--- src/rtl/quant_out_pack.sv ---
// Packs pairs of 64-bit int8 beats from the requantiser into 128-bit words and
// buffers them in a show-ahead FIFO feeding the DDR writer stream.
module quant_out_pack #(
    parameter int DEPTH = 16,
    parameter int CNT_W = 16
) (
    input  logic             sclk,
    input  logic             s_rst_n,
    input  logic [7:0]       ch0_data_in,
    input  logic [7:0]       ch1_data_in,
    input  logic [7:0]       ch2_data_in,
    input  logic [7:0]       ch3_data_in,
    input  logic [7:0]       ch4_data_in,
    input  logic [7:0]       ch5_data_in,
    input  logic [7:0]       ch6_data_in,
    input  logic [7:0]       ch7_data_in,
    input  logic             data_in_vld,
    input  logic             frame_start,
    input  logic [CNT_W-1:0] beat_total,
    output logic [127:0]     m_data,
    output logic             m_valid,
    input  logic             m_ready,
    output logic             m_last,
    output logic             overflow,
    output logic             busy
);

    localparam int AW = $clog2(DEPTH);

    typedef enum logic {IDLE, ACTIVE} state_t;

    typedef struct packed {
        logic         last;
        logic [127:0] data;
    } word_t;

    state_t           state, state_nxt;
    logic [CNT_W-1:0] cnt, total;
    logic [63:0]      half;
    logic             half_vld;

    logic [63:0]      beat;
    logic [CNT_W-1:0] cur_cnt, cur_total, cnt_nxt;
    logic             cur_half, take, final_beat, wr;
    word_t            wr_word;

    word_t            mem [DEPTH];
    logic [AW:0]      wr_ptr, rd_ptr;
    logic             empty, full, rd, wr_ok, drop;
    word_t            head;

    assign beat = {ch7_data_in, ch6_data_in, ch5_data_in, ch4_data_in,
                   ch3_data_in, ch2_data_in, ch1_data_in, ch0_data_in};

    // A frame_start beat is treated as beat 1 of the new frame, so the
    // working count/half/total are taken from the restart values that cycle.
    always_comb begin
        cur_cnt    = frame_start ? '0 : cnt;
        cur_half   = frame_start ? 1'b0 : half_vld;
        cur_total  = frame_start ? beat_total : total;
        take       = data_in_vld & (frame_start ? (beat_total != '0) : (state == ACTIVE));
        cnt_nxt    = cur_cnt + CNT_W'(1);
        final_beat = take & (cnt_nxt == cur_total);
        wr         = take & (cur_half | final_beat);
        wr_word.last = final_beat;
        wr_word.data = cur_half ? {beat, half} : {64'h0, beat};
    end

    always_comb begin
        state_nxt = state;
        if (frame_start)
            state_nxt = (beat_total != '0) ? ACTIVE : IDLE;
        if (final_beat)
            state_nxt = IDLE;
    end

    always_ff @(posedge sclk or negedge s_rst_n) begin
        if (!s_rst_n)
            state <= IDLE;
        else
            state <= state_nxt;
    end

    always_ff @(posedge sclk or negedge s_rst_n) begin
        if (!s_rst_n) begin
            cnt      <= '0;
            total    <= '0;
            half     <= '0;
            half_vld <= 1'b0;
        end else begin
            if (frame_start)
                total <= beat_total;
            if (frame_start || take) begin
                cnt      <= take ? cnt_nxt : '0;
                half_vld <= take & ~cur_half & ~final_beat;
            end
            if (take && !cur_half)
                half <= beat;
        end
    end

    assign empty = (wr_ptr == rd_ptr);
    assign full  = (wr_ptr == {~rd_ptr[AW], rd_ptr[AW-1:0]});
    assign rd    = ~empty & m_ready;
    // A read in the same cycle frees the slot, so a full FIFO still accepts.
    assign wr_ok = wr & (~full | rd);
    assign drop  = wr & full & ~rd;

    always_ff @(posedge sclk) begin
        if (wr_ok)
            mem[wr_ptr[AW-1:0]] <= wr_word;
    end

    always_ff @(posedge sclk or negedge s_rst_n) begin
        if (!s_rst_n) begin
            wr_ptr   <= '0;
            rd_ptr   <= '0;
            overflow <= 1'b0;
        end else begin
            if (wr_ok)
                wr_ptr <= wr_ptr + 1'b1;
            if (rd)
                rd_ptr <= rd_ptr + 1'b1;
            if (drop)
                overflow <= 1'b1;
            else if (frame_start)
                overflow <= 1'b0;
        end
    end

    // Outputs are forced to zero while empty so reset and idle look clean.
    assign head    = mem[rd_ptr[AW-1:0]];
    assign m_valid = ~empty;
    assign m_data  = m_valid ? head.data : '0;
    assign m_last  = m_valid & head.last;
    assign busy    = (state == ACTIVE) | ~empty;

endmodule
--- config.mk ---
export PLATFORM = sky130hd
export DESIGN_NAME = quant_out_pack
export DESIGN_NICKNAME = d
export VERILOG_FILES = /design/src/rtl/quant_out_pack.sv
export SDC_FILE = /design/constraint.sdc
export NUM_CORES = 2
export LEC_CHECK = 0
export ABC_AREA = 1
export BUFFER_PORTS_ARGS = -buffer_cell sky130_fd_sc_hd__buf_2
export CAP_MARGIN = 15
export CORE_MARGIN = 2
export CORE_UTILIZATION = 60
export CTS_BUF_LIST = sky130_fd_sc_hd__clkbuf_4
export DETAILED_ROUTE_END_ITERATION = 10
export GPL_ROUTABILITY_DRIVEN = 0
export PLACE_DENSITY = 0.87
export SLEW_MARGIN = 5
export SYNTH_ARGS = -nofsm -noshare
export SYNTH_HDL_FRONTEND = slang
export SYNTH_SLANG_ARGS = --single-unit
export TNS_END_PERCENT = 50
--- constraint.sdc ---
create_clock -name sclk -period 25.1 [get_ports sclk]
set_input_delay 2.51 -clock sclk [delete_from_list [all_inputs] [get_ports sclk]]
set_output_delay 2.51 -clock sclk [all_outputs]
set_load 0.005 [all_outputs]
==> qor.txt <==
ROUTE
-------------------------------------------------------------------------------------------
Final WL                                                                           244.5 mm
Via total after detailed routing                                                      60020
Number of design-rule violations left by the first detailed-router iteration          10370
Number of remaining DRC errors                                                            0
Uppermost metal layer occupied by signal nets                                          met5
TritonRoute pass-1 iters                                                                  7
Detailed-routed wire length on met2                                                112.9 mm
Drt wl/cell                                                                    26.94 microns
Wire length on met1                                                                78.57 mm
Antenna Nets Post-Route                                                                   0
Routed met3 length                                                                 39.34 mm
Number of vias per cell after detailed routing                                        6.613

TIMING
-------------------------------------------------------------------------------------------
Normalized max-slew margin                                                           13.59%
Share of the cycle needed by the critical path after routing                         36.84%
Top achievable clock speed                                                        108.1 MHz
Fin Setup TNS                                                                          0 ns
Setup repair after global routing missed its margin                                   false
Setup Viol. Count Final                                                                   0
Max Slew Vio Count                                                                        0
Layout Skew                                                                       0.1315 ns
Measured slew at the worst slew-check pin                                          1.291 ns
Time the final worst path needs with I/O delays and setup                          9.247 ns
Final hold violations                                                                     0
Worst Hold Margin                                                                 0.4967 ns

CLOCKING
-------------------------------------------------------------------------------------------
CTS root buffer                                                                sky130_fd_sc_hd__clkbuf_4
# resized after CTS                                                                       0
Clock slew seen by the registers of the worst setup and hold paths                  0.06 ns
Longest Clk Path Bufs                                                                     4
CTS tree                                                                               done
Clk_lat worst skew                                                                  1.29 ns
Total clock buffers created by CTS                                                      540
Setup Fix Bufs, Post-CTS                                                                  0
H-tree depth                                                                              6
Hold buffer count at CTS                                                                  0
Sink count of the clock tree                                                           2173

FLOORPLANNING
-------------------------------------------------------------------------------------------
Die outline area                                                               146800 sq um
Die Span X                                                                     383.2 microns
Cell Rows                                                                               139
Boundary pin count                                                                      217
Core area                                                                      143100 sq um
Y dimension of the die                                                         383.2 microns
Initial Utilization                                                                  60.28%

PLACED DESIGN
-------------------------------------------------------------------------------------------
Post-detailed-placement half-perimeter wirelength                                  124.7 mm
Number of cells after detailed placement                                               8147
Area post-placement                                                             89140 sq um
Port-buffer cells                                                                       216

GRT
-------------------------------------------------------------------------------------------
Largest net degree at the start of global routing                                       258
Leftover overflow at the end of global routing                                            0
Global-route wire length before repair                                             356.9 mm
GRT Util Overall                                                                     32.59%
Number of antenna violations at the first check in global routing                        22
Number of global-route vias before repair                                             59820

CRITICAL PATH
-------------------------------------------------------------------------------------------
Critical Path Start                                                               rd_ptr[0]
Critical Path RT                                                                   22.59 ns
Sort of element at the end of the critical path                                primary output
Max stage delay cell, worst path                                               sky130_fd_sc_hd__buf_4
CP Cell Sequence                                                               buf_4 > buf_4 > buf_4 > o21ai_0 > o221ai_1 > nand3_1 > a31oi_1 > buf_2
Arrival time reported for the critical path endpoint                                6.74 ns
Critical R2R Launch                                                                  cnt[1]
Most used cell along the critical path                                         sky130_fd_sc_hd__buf_4
Biggest fanout along the worst timing path                                              101
Start-to-end type of the worst setup path                                        reg -> out
CP Launch Type                                                                     register
Slowest stage delay, CP                                                             1.01 ns

SYNTHESIS
-------------------------------------------------------------------------------------------
Register bit count reported by yosys                                                   2173
Post-synthesis instance area                                                    86280 sq um
Part of the Yosys area used for sequential elements                                  75.00%
Number of warnings reported in the yosys synthesis log                                    0
Fraction of synthesis flops using an asynchronous set or reset pin                   5.016%
Area fraction of the dominant cell type after synthesis                              71.84%
Synth Net Count                                                                        6461
Synth cell types                                                                         40
Per-instance average area after synthesis                                       13.54 sq um
Cell count after synthesis                                                             6370
Leading cell types by total area after synthesis                               sky130_fd_sc_hd__edfxtp_1 (72%), sky130_fd_sc_hd__nor2_1 (5.6%), sky130_fd_sc_hd__o21ai_0 (3.8%), sky130_fd_sc_hd__o32ai_1 (3.3%), sky130_fd_sc_hd__dfrtp_1 (3.2%)
Dominant register cell in the synthesized netlist                              sky130_fd_sc_hd__edfxtp_1
Post-synth EDFFs                                                                       2064
Library cell occupying the most area in the post-synthesis netlist             sky130_fd_sc_hd__edfxtp_1

LAYOUT
-------------------------------------------------------------------------------------------
Fin area                                                                        95840 sq um
Layout net count                                                                       6893
Area grow syn2layout                                                                 11.08%
Finished Layout Cells                                                                  9077
Share of cells above drive strength 1                                                16.91%

PWR
-------------------------------------------------------------------------------------------
Static power due to leakage                                                        33.03 nW
PwrDens                                                                        109.5 nW/um^2
Worst VDD drop                                                                    0.1344 mV

OUTCOME
-------------------------------------------------------------------------------------------
Result of the run                                                                 completed

MIN PATH
-------------------------------------------------------------------------------------------
Worst hold-check path type                                                       reg -> reg
Beginning of the worst hold path                                                   overflow

JOB
-------------------------------------------------------------------------------------------
Maxcap violations                                                                         0

[through the flow]
step                util, %  worst slack [ns]  total power [mW]
floorplan                 -             14.62             6.251
global placement      62.27             16.46             7.406
detailed placement    62.28             16.35             7.528
CTS                   66.84             15.79             10.40
global route          66.95             15.50             10.87
finish                66.96             15.85             10.49
[flip-flops by register name (all words and copies together) (netlist names), 5 cells and up]
name and cells:
total 16, mem 2064, wr_ptr 5, half 64, rd_ptr 5, cnt 16
[synth_stat cells (2+ instances only)]
master and number:
sky130_fd_sc_hd__o21ai_0 663, sky130_fd_sc_hd__a31oi_1 129, sky130_fd_sc_hd__buf_4 2, sky130_fd_sc_hd__inv_2 6
sky130_fd_sc_hd__o32ai_1 326, sky130_fd_sc_hd__nand3_1 119, sky130_fd_sc_hd__nand3_2 3, sky130_fd_sc_hd__clkbuf_1 370
sky130_fd_sc_hd__a21oi_1 2, sky130_fd_sc_hd__xor2_1 7, sky130_fd_sc_hd__nor2_4 5, sky130_fd_sc_hd__buf_2 53
sky130_fd_sc_hd__nand2_1 504, sky130_fd_sc_hd__dfrtp_1 109, sky130_fd_sc_hd__xnor2_1 8, sky130_fd_sc_hd__o221ai_1 190
sky130_fd_sc_hd__nand2_2 2, sky130_fd_sc_hd__nor2_1 1278, sky130_fd_sc_hd__buf_1 24, sky130_fd_sc_hd__xnor3_1 2
sky130_fd_sc_hd__buf_6 4, sky130_fd_sc_hd__ha_1 6, sky130_fd_sc_hd__nor2_2 12, sky130_fd_sc_hd__o21bai_1 2
sky130_fd_sc_hd__edfxtp_1 2064, sky130_fd_sc_hd__nand2_4 2, sky130_fd_sc_hd__o211ai_1 68, sky130_fd_sc_hd__mux2i_1 190
sky130_fd_sc_hd__inv_1 190, sky130_fd_sc_hd__o22ai_1 8, sky130_fd_sc_hd__or2_0 3, sky130_fd_sc_hd__nand4_1 11
[final cells by class]
class,instances,area [sq um]
sequential,2173,64720
fill,8833,47290
multi-input combinational,3546,19150
clock buffer,782,5871
tap,1903,2381
timing repair buffer,344,2288
inverter,197,760.7
clock inverter,125,653.1
antenna,7,17.52
[worst paths after layout]
kind	end	slack, ns	cells after the start
min	overflow	0.50	2
min reg2reg	overflow	0.50	2
max in group asynchronous	half[18]	22.38	2
max reg2reg	mem[4][46]	19.19	19
min in group asynchronous	half[45]	1.29	1
max	m_data[100]	15.85	8
[layer usage]
layer,global-route usage (%),vias to the layer above
li1,-,24970
met1,40.38,28610
met2,49.92,5424
met3,11.81,995
met4,18.28,24
met5,0,-
[placed cells by master (no fill, tap or decap), drive strengths merged]
| cell | synthesis | final |
|---|---|---|
| o21ai | 664 | 664 |
| o21bai | 2 | 2 |
| clkinv | 0 | 100 |
| xnor2 | 8 | 8 |
| nand4 | 12 | 12 |
| bufinv | 0 | 6 |
| ha | 6 | 6 |
| o22ai | 8 | 8 |
| a21oi | 2 | 2 |
| o221ai | 190 | 190 |
| buf | 84 | 343 |
| nand3 | 123 | 123 |
| and2 | 1 | 1 |
| xnor3 | 2 | 2 |
| a31oi | 129 | 129 |
| clkinvlp | 0 | 4 |
| o32ai | 326 | 326 |
| o211ai | 68 | 68 |
| nand2 | 508 | 508 |
| xor2 | 7 | 7 |
| or2 | 5 | 5 |
| diode | 0 | 7 |
| edfxtp | 2064 | 2064 |
| mux2i | 190 | 190 |
| nor2 | 1295 | 1295 |
| dfrtp | 109 | 109 |
| inv | 197 | 212 |
| clkbuf | 370 | 783 |
[report_power, final]
group | leakage (nW) | switching (mW) | internal, mW
registers | 20.2 | 0.0796 | 4.10
logic | 8.94 | 2.43 | 0.996
clock network | 3.92 | 1.40 | 1.49
[worst max-delay path, delay by kind of cell, from the launching register on]
family / cells / cell delay [ns]
AOI/OAI and AO/OA: 3 / 1.47
and+or+nand+nor: 1 / 0.16
DFF: 1 / 0.96
buffers and inverters: 4 / 2.85
[cell families (layout without fill, tap and decap cells)]
family | Yosys count | count (layout) | share of synthesized area [%]
multiplexers | 190 | 190 | 2.204
AO/OA/AOI/OAI | 1389 | 1389 | 10.71
flip-flops | 2173 | 2173 | 75.00
AND/OR/NAND/NOR | 1944 | 1944 | 8.829
XOR/XNOR | 17 | 17 | 0.2045
adder cells (fa/ha/maj) | 6 | 6 | 0.08701
other | 0 | 7 | 0
buffers and inverters | 651 | 1448 | 2.969
Power figures use the tool's default switching activity.
